$ cat src/rtl/sprite_pkg.sv
// Shared definitions for the sprite address generator: FSM encoding,
// descriptor word layout, CFG bit positions and the decoded descriptor type.
// Descriptor fields are stored FIELD_W bits wide, so COORD_WIDTH and
// GLYPH_ADDR_WIDTH must not exceed FIELD_W.
package sprite_pkg;

  localparam int unsigned FIELD_W          = 16;
  localparam int unsigned SIZE_W           = 6;
  localparam int unsigned WORDS_PER_SPRITE = 5;

  // Word index within one sprite's descriptor block
  localparam logic [2:0] W_X     = 3'd0;
  localparam logic [2:0] W_Y     = 3'd1;
  localparam logic [2:0] W_FRAME = 3'd2;
  localparam logic [2:0] W_CFG   = 3'd3;
  localparam logic [2:0] W_BASE  = 3'd4;

  // CFG word fields
  localparam int unsigned CFG_EN    = 17;
  localparam int unsigned CFG_HFLIP = 16;
  localparam int unsigned CFG_W_HI  = 11;
  localparam int unsigned CFG_W_LO  = 6;
  localparam int unsigned CFG_H_HI  = 5;
  localparam int unsigned CFG_H_LO  = 0;

  typedef enum logic [1:0] {
    ST_WAIT  = 2'd0,
    ST_FETCH = 2'd1,
    ST_CALC  = 2'd2,
    ST_DRAW  = 2'd3
  } state_e;

  // Decoded sprite descriptor; wm1/hm1 are width-1 and height-1
  typedef struct packed {
    logic               en;
    logic               hflip;
    logic [SIZE_W-1:0]  wm1;
    logic [SIZE_W-1:0]  hm1;
    logic [FIELD_W-1:0] x;
    logic [FIELD_W-1:0] y;
    logic [FIELD_W-1:0] frame;
    logic [FIELD_W-1:0] base;
  } sprite_desc_t;

endpackage

$ cat src/rtl/sprite_hit_unit.sv
// Per-sprite hit test and local glyph offset (combinational).
//   desc     : decoded descriptor of this sprite
//   x_pos    : screen column, y_pos : screen row
//   hit_c    : sprite enabled and covers (x_pos, y_pos)
//   offset_c : row*width + column inside the sprite (valid only on hit)
// Optional macro SPRITE_HFLIP_EN mirrors the column when CFG hflip is set.
module sprite_hit_unit
  import sprite_pkg::*;
#(
  parameter int unsigned COORD_WIDTH      = 10,
  parameter int unsigned GLYPH_ADDR_WIDTH = 16
) (
  input  sprite_desc_t                desc,
  input  logic [COORD_WIDTH-1:0]      x_pos,
  input  logic [COORD_WIDTH-1:0]      y_pos,
  output logic                        hit_c,
  output logic [GLYPH_ADDR_WIDTH-1:0] offset_c
);

  // One extra bit so X+width beyond the screen edge does not wrap
  localparam int unsigned EXT_W  = COORD_WIDTH + 1;
  localparam int unsigned PROD_W = COORD_WIDTH + SIZE_W + 1;

  logic [EXT_W-1:0]       px, py, sx, sy, sw, sh;
  logic [COORD_WIDTH-1:0] dx, dy, xoff;
  logic [PROD_W-1:0]      row;
  logic                   unused_desc;

  always_comb begin
    px = {1'b0, x_pos};
    py = {1'b0, y_pos};
    sx = EXT_W'(desc.x[COORD_WIDTH-1:0]);
    sy = EXT_W'(desc.y[COORD_WIDTH-1:0]);
    sw = EXT_W'(desc.wm1) + EXT_W'(1);
    sh = EXT_W'(desc.hm1) + EXT_W'(1);

    hit_c = desc.en && (px >= sx) && (px < sx + sw) &&
            (py >= sy) && (py < sy + sh);

    dx   = x_pos - desc.x[COORD_WIDTH-1:0];
    dy   = y_pos - desc.y[COORD_WIDTH-1:0];
    xoff = dx;
`ifdef SPRITE_HFLIP_EN
    if (desc.hflip) xoff = COORD_WIDTH'(desc.wm1) - dx;
`endif
    row      = PROD_W'(dy) * PROD_W'(sw);
    offset_c = GLYPH_ADDR_WIDTH'(row) + GLYPH_ADDR_WIDTH'(xoff);
  end

  // Not every descriptor field matters for the hit test
  assign unused_desc = ^desc;

endmodule

$ cat src/rtl/sprite_addr_gen.sv
// Sprite glyph address generator.
// Each frame: fetches NUM_SPRITES 5-word descriptors from system RAM,
// precomputes per-sprite animation frame bases with one shared multiplier,
// then per pixel registers the glyph ROM address of the lowest-index hit.
//   clk, reset      : clock, synchronous active-high reset
//   bright, vsync   : visible region flag, active-low vertical sync
//   hcount, vcount  : VGA counters
//   sys_data/addr   : system RAM read port (data one cycle after address)
//   glyph_addr      : glyph ROM address, pix_en : pixel covered,
//   sprite_id       : winning sprite, table_ready : descriptors valid
// Optional macro SPRITE_HFLIP_EN enables horizontal flip (see hit unit).
module sprite_addr_gen
  import sprite_pkg::*;
#(
  parameter int unsigned NUM_SPRITES      = 8,
  parameter int unsigned SYS_DATA_WIDTH   = 18,
  parameter int unsigned SYS_ADDR_WIDTH   = 16,
  parameter int unsigned GLYPH_ADDR_WIDTH = 16,
  parameter logic [SYS_ADDR_WIDTH-1:0] TABLE_BASE = SYS_ADDR_WIDTH'(16'h00C8),
  parameter int unsigned H_START          = 158,
  parameter int unsigned COORD_WIDTH      = 10
) (
  input  logic                        clk,
  input  logic                        reset,
  input  logic                        bright,
  input  logic                        vsync,
  input  logic [9:0]                  hcount,
  input  logic [9:0]                  vcount,
  input  logic [SYS_DATA_WIDTH-1:0]   sys_data,
  output logic [SYS_ADDR_WIDTH-1:0]   sys_addr,
  output logic [GLYPH_ADDR_WIDTH-1:0] glyph_addr,
  output logic                        pix_en,
  output logic [3:0]                  sprite_id,
  output logic                        table_ready
);

  localparam int unsigned NUM_WORDS = WORDS_PER_SPRITE * NUM_SPRITES;
  localparam int unsigned KW        = $clog2(NUM_WORDS + 1);
  localparam int unsigned AREA_W    = 2 * SIZE_W + 1;
  localparam int unsigned MUL_W     = COORD_WIDTH + AREA_W;
  localparam int unsigned GW        = GLYPH_ADDR_WIDTH;

  state_e                    state_q, state_d;
  logic [KW-1:0]             k_q, k_d;
  logic [3:0]                lat_spr_q, lat_spr_d;
  logic [2:0]                lat_wrd_q, lat_wrd_d;
  sprite_desc_t              desc_q [NUM_SPRITES];
  sprite_desc_t              desc_d [NUM_SPRITES];
  logic [GW-1:0]             fb_q   [NUM_SPRITES];
  logic [GW-1:0]             fb_d   [NUM_SPRITES];
  logic [SYS_ADDR_WIDTH-1:0] sys_addr_q, sys_addr_d;
  logic [GW-1:0]             glyph_addr_q, glyph_addr_d;
  logic                      pix_en_q, pix_en_d;
  logic [3:0]                sprite_id_q, sprite_id_d;
  logic                      table_ready_q, table_ready_d;

  logic [COORD_WIDTH-1:0]    x_pos_c, y_pos_c;
  logic [NUM_SPRITES-1:0]    hit_c;
  logic [GW-1:0]             off_c [NUM_SPRITES];
  logic                      any_hit_c;
  logic [3:0]                win_id_c;
  logic [GW-1:0]             win_addr_c;
  sprite_desc_t              calc_desc_c;
  logic [AREA_W-1:0]         area_c;
  logic [MUL_W-1:0]          mul_c;
  logic [GW-1:0]             calc_base_c;
  logic                      unused_calc;

  assign x_pos_c = COORD_WIDTH'(hcount) - COORD_WIDTH'(H_START);
  assign y_pos_c = COORD_WIDTH'(vcount);

  // Per-sprite hit test
  for (genvar gi = 0; gi < NUM_SPRITES; gi++) begin : g_hit
    sprite_hit_unit #(
      .COORD_WIDTH     (COORD_WIDTH),
      .GLYPH_ADDR_WIDTH(GLYPH_ADDR_WIDTH)
    ) u_hit (
      .desc    (desc_q[gi]),
      .x_pos   (x_pos_c),
      .y_pos   (y_pos_c),
      .hit_c   (hit_c[gi]),
      .offset_c(off_c[gi])
    );
  end

  // Priority encoder: descending scan so the lowest index wins
  always_comb begin
    any_hit_c  = 1'b0;
    win_id_c   = '0;
    win_addr_c = '0;
    for (int i = NUM_SPRITES - 1; i >= 0; i--) begin
      if (hit_c[i]) begin
        any_hit_c  = 1'b1;
        win_id_c   = 4'(i);
        win_addr_c = fb_q[i] + off_c[i];
      end
    end
  end

  // Shared frame-base multiplier, sprite selected by the CALC counter
  always_comb begin
    calc_desc_c = '0;
    for (int i = 0; i < NUM_SPRITES; i++) begin
      if (k_q == KW'(i)) calc_desc_c = desc_q[i];
    end
    area_c      = (AREA_W'(calc_desc_c.wm1) + AREA_W'(1)) *
                  (AREA_W'(calc_desc_c.hm1) + AREA_W'(1));
    mul_c       = MUL_W'(calc_desc_c.frame[COORD_WIDTH-1:0]) * MUL_W'(area_c);
    calc_base_c = calc_desc_c.base[GW-1:0] + GW'(mul_c);
  end

  assign unused_calc = ^{calc_desc_c, mul_c};

  // Next-state and output logic
  always_comb begin
    state_d       = state_q;
    k_d           = k_q;
    lat_spr_d     = lat_spr_q;
    lat_wrd_d     = lat_wrd_q;
    desc_d        = desc_q;
    fb_d          = fb_q;
    sys_addr_d    = TABLE_BASE;
    glyph_addr_d  = glyph_addr_q;
    pix_en_d      = 1'b0;
    sprite_id_d   = sprite_id_q;
    table_ready_d = table_ready_q;

    unique case (state_q)
      ST_WAIT: begin
        if (vsync) begin
          state_d   = ST_FETCH;
          k_d       = '0;
          lat_spr_d = '0;
          lat_wrd_d = W_X;
        end
      end
      ST_FETCH: begin
        // Data for address k-1 is on sys_data this cycle
        if (k_q != '0) begin
          for (int i = 0; i < NUM_SPRITES; i++) begin
            if (lat_spr_q == 4'(i)) begin
              case (lat_wrd_q)
                W_X:     desc_d[i].x     = FIELD_W'(sys_data[COORD_WIDTH-1:0]);
                W_Y:     desc_d[i].y     = FIELD_W'(sys_data[COORD_WIDTH-1:0]);
                W_FRAME: desc_d[i].frame = FIELD_W'(sys_data[COORD_WIDTH-1:0]);
                W_CFG: begin
                  desc_d[i].en    = sys_data[CFG_EN];
                  desc_d[i].hflip = sys_data[CFG_HFLIP];
                  desc_d[i].wm1   = sys_data[CFG_W_HI:CFG_W_LO];
                  desc_d[i].hm1   = sys_data[CFG_H_HI:CFG_H_LO];
                end
                W_BASE:  desc_d[i].base  = FIELD_W'(sys_data[GW-1:0]);
                default: ;
              endcase
            end
          end
          if (lat_wrd_q == W_BASE) begin
            lat_wrd_d = W_X;
            lat_spr_d = lat_spr_q + 4'd1;
          end else begin
            lat_wrd_d = lat_wrd_q + 3'd1;
          end
        end
        if (k_q == KW'(NUM_WORDS)) begin
          state_d = ST_CALC;
          k_d     = '0;
        end else begin
          k_d = k_q + KW'(1);
        end
      end
      ST_CALC: begin
        for (int i = 0; i < NUM_SPRITES; i++) begin
          if (k_q == KW'(i)) fb_d[i] = calc_base_c;
        end
        if (k_q == KW'(NUM_SPRITES - 1)) begin
          state_d       = ST_DRAW;
          k_d           = '0;
          table_ready_d = 1'b1;
        end else begin
          k_d = k_q + KW'(1);
        end
      end
      ST_DRAW: begin
        if (bright && any_hit_c) begin
          pix_en_d     = 1'b1;
          glyph_addr_d = win_addr_c;
          sprite_id_d  = win_id_c;
        end
      end
      default: state_d = ST_WAIT;
    endcase

    // Vertical sync aborts everything; descriptors are retained
    if (!vsync) begin
      state_d       = ST_WAIT;
      k_d           = '0;
      lat_spr_d     = '0;
      lat_wrd_d     = W_X;
      table_ready_d = 1'b0;
    end

    if (state_d == ST_FETCH && k_d < KW'(NUM_WORDS)) begin
      sys_addr_d = TABLE_BASE + SYS_ADDR_WIDTH'(k_d);
    end
  end

  // State and output registers
  always_ff @(posedge clk) begin
    if (reset) begin
      state_q       <= ST_WAIT;
      k_q           <= '0;
      lat_spr_q     <= '0;
      lat_wrd_q     <= W_X;
      sys_addr_q    <= TABLE_BASE;
      glyph_addr_q  <= '0;
      pix_en_q      <= 1'b0;
      sprite_id_q   <= '0;
      table_ready_q <= 1'b0;
      for (int i = 0; i < NUM_SPRITES; i++) begin
        desc_q[i] <= '0;
        fb_q[i]   <= '0;
      end
    end else begin
      state_q       <= state_d;
      k_q           <= k_d;
      lat_spr_q     <= lat_spr_d;
      lat_wrd_q     <= lat_wrd_d;
      sys_addr_q    <= sys_addr_d;
      glyph_addr_q  <= glyph_addr_d;
      pix_en_q      <= pix_en_d;
      sprite_id_q   <= sprite_id_d;
      table_ready_q <= table_ready_d;
      desc_q        <= desc_d;
      fb_q          <= fb_d;
    end
  end

  assign sys_addr    = sys_addr_q;
  assign glyph_addr  = glyph_addr_q;
  assign pix_en      = pix_en_q;
  assign sprite_id   = sprite_id_q;
  assign table_ready = table_ready_q;

endmodule

$ cat config.mk
export PLATFORM = sky130hd
export DESIGN_NAME = sprite_addr_gen
export DESIGN_NICKNAME = d
export VERILOG_FILES = /design/src/rtl/sprite_pkg.sv /design/src/rtl/sprite_hit_unit.sv /design/src/rtl/sprite_addr_gen.sv
export SDC_FILE = /design/constraint.sdc
export NUM_CORES = 2
export LEC_CHECK = 0
export BUFFER_PORTS_ARGS = -buffer_cell sky130_fd_sc_hd__buf_4
export CAP_MARGIN = 20
export CORE_MARGIN = 5
export CORE_UTILIZATION = 60
export CTS_CLUSTER_DIAMETER = 100
export DETAILED_ROUTE_END_ITERATION = 12
export PLACE_DENSITY = 0.83
export SYNTH_ARGS = -nofsm -noshare
export SYNTH_HDL_FRONTEND = slang
export SYNTH_HIERARCHICAL = 1
export SYNTH_SLANG_ARGS = --single-unit
$ cat constraint.sdc
create_clock -name clk -period 18.16 [get_ports clk]
set_input_delay 1.816 -clock clk [delete_from_list [all_inputs] [get_ports clk]]
set_output_delay 1.816 -clock clk [all_outputs]
set_load 0.02 [all_outputs]
==> impl_metrics.tcl <==
set metrics [dict create \
    outcome "finished, final reports clean" \
    final_max_slew_viol_count 0 \
    slew_headroom_pct 11.6 \
    max_stage_delay_ps 850 \
    cts.clk_slew.worst_paths_ps 60 \
    skew_ps 66.0 \
    p_int_mw 3.07 \
    cts_setup_buffers 0 \
    final_antenna_net_count 0 \
    ys_warn_count 6 \
    leakagePower_nw 33.8 \
    dp.final_hpwl_mm 186 \
    htree_levels 3 \
    clkSinkCount 645 \
    pwr-share-seq_pct 28.5 \
    crit_path_start "k_q[5]" \
    globalplace.congestion 1.01 \
    power_switching_share_pct 38.2 \
    grt_pass1_vias 64300 \
    gr-total-overflow 0 \
    rr_startpoint "k_q[5]" \
    postCtsHoldBufs 0 \
    arrival_ps 15150 \
    power_density_mw_per_mm2 64.6 \
    cts_tree "yes" \
    core_mm2 0.120 \
    n_fill_cell 10400 \
    tightest_slew_ps 1320 \
    ctsRootBufferMaster "clkbuf_16" \
    synthesis.area_mm2 0.0722 \
    cp_max_fo 56 \
    drc 0 \
    pwr-share-comb_pct 37.8 \
    maxCapViolations 0 \
    stdcell_count 10900 \
    end_kind "register" \
    chipWidth_um 357 \
    critPathKind "reg -> reg" \
    antenna_found_initial 2 \
    ir_drop_mv 0.107 \
    critPathSlowestCell "a31oi_1" \
    dr.pass1.iters 6 \
    period_needed_ps 14600 \
    drt_iter0_drc 7185 \
    max_freq_ghz 0.0685 \
    post_cts_resize_count 0 \
    fin_setup_tns_ps 0 \
    required_ps 18710 \
    grt_max_degree 210 \
    drive_above_1_share_pct 4.54 \
    place_area_mm2 0.0741 \
    hp-class "reg -> reg" \
    die_h_um 357 \
    r2r_slack_ps 3560 \
    worst_skew_pair.late_latency_ps 740 \
    wl_mm 245 \
    io_pins 80 \
    finish.net_count 10700 \
    startpoint_type "register" \
    grt_pass1_wl_mm 369 \
    rows 127 \
    crit_top_cell "fa_1" \
    finish.instance_area_mm2 0.0770 \
    post-route-period-util_pct 80.4 \
    syn_inst 9321 \
    p_switching_mw 1.90 \
    p_clk_share_pct 33.7 \
    fin_hold_ws_ps 452 \
    avgSynthCellArea_um2 7.75 \
    grt_usage_pct 37.2 \
    hold_viol_final 0 \
    cts_buffer_depth 3 \
    via_per_inst 6.20 \
    total_power_mw 4.97 \
    via_count 67500 \
    syn_to_final_growth_pct 6.58 \
    start_util_pct 60.3 \
    placed_cells 10700 \
    dieArea_mm2 0.127 \
    numCtsBuffers 76 \
    finalSetupViolCount 0 \
    rsz0062_at_grt "no" \
    wl_per_cell_um 22.5 \
    hp-start "desc_q[12]" \
    io_buffer_count 70 \
]
## metal layers
metal	GRT usage, %	up-vias	share of wire [%]
met1	48.7	32100	39
met5	0	-	0.0049
met4	21.5	2	7.2
li1	-	30900	-
met3	9.62	892	12
met2	55.9	3638	42
## power groups by stage
stage	combinational [mW]	clock [mW]	sequential (mW)
global placement	1.75	0	1.45
floorplan	1.30	0	1.45
finish	1.88	1.67	1.42
global route	2.04	1.74	1.42
detailed placement	1.81	0	1.45
CTS	1.83	1.68	1.42
## area by class of cell
type / count / area [um^2] / area share [%]
Timing Repair Buffer: 142 / 1150 / 1.49
Clock inverter: 39 / 583 / 0.758
Clock buffer: 101 / 2150 / 2.79
Antenna cell: 4 / 10.0 / 0.0130
Tap cell: 1612 / 2020 / 2.62
Multi-Input combinational cell: 7288 / 54200 / 70.4
Sequential cell: 645 / 12900 / 16.8
Inverter: 1061 / 3980 / 5.17
## stage by stage
| stage | util (%) | setup slack [ps] |
|---|---|---|
| floorplan | - | 7080 |
| global placement | 61.8 | 4110 |
| detailed placement | 61.8 | 3930 |
| CTS | 64.1 | 3810 |
| global route | 64.2 | 3000 |
| finish | 64.2 | 3560 |
## cells in the final DEF (no fill, tap or decap), types with 35 or more instances in the layout
cell,count
clkbuf_16,76
xnor2_1,332
a211oi_1,83
nand2_1,1597
a21oi_1,912
o21a_1,66
nor2_1,776
nand2b_1,165
or3_1,37
nand3_1,142
nor3_1,149
ha_1,901
fa_1,528
nand4_1,38
xor2_1,184
buf_4,134
o21ai_1,35
inv_1,1059
nor2b_1,122
a221oi_1,56
and2_1,87
o21ai_0,259
a21o_1,125
and3_1,38
a31oi_1,40
dfxtp_1,645
## critical path: cells and delay by family, from the launching register on
family	cells	cell delay (ps)
compound gates	10	2640
xor+xnor	3	1940
fa+ha+maj	12	5530
buf+inv	7	1200
flops	1	420
simple gates	10	2620
## registers in the layout (all words and copies together) (netlist names)
register     flops
desc_q         472
fb_q           128
glyph_addr      16
sys_addr         9
k_q              6
lat_spr_q        4
lat_wrd_q        3
sprite_id        3
state_q          2
pix_en           1
table_ready      1
## final timing paths
check | endpoint | cells past startpoint
hold reg to reg | desc_q[12] | 2
setup reg to reg | fb_q[95] | 42
hold / removal | desc_q[12] | 2
setup / recovery | fb_q[95] | 42
No activity file was read; power rests on OpenSTA's default activity.
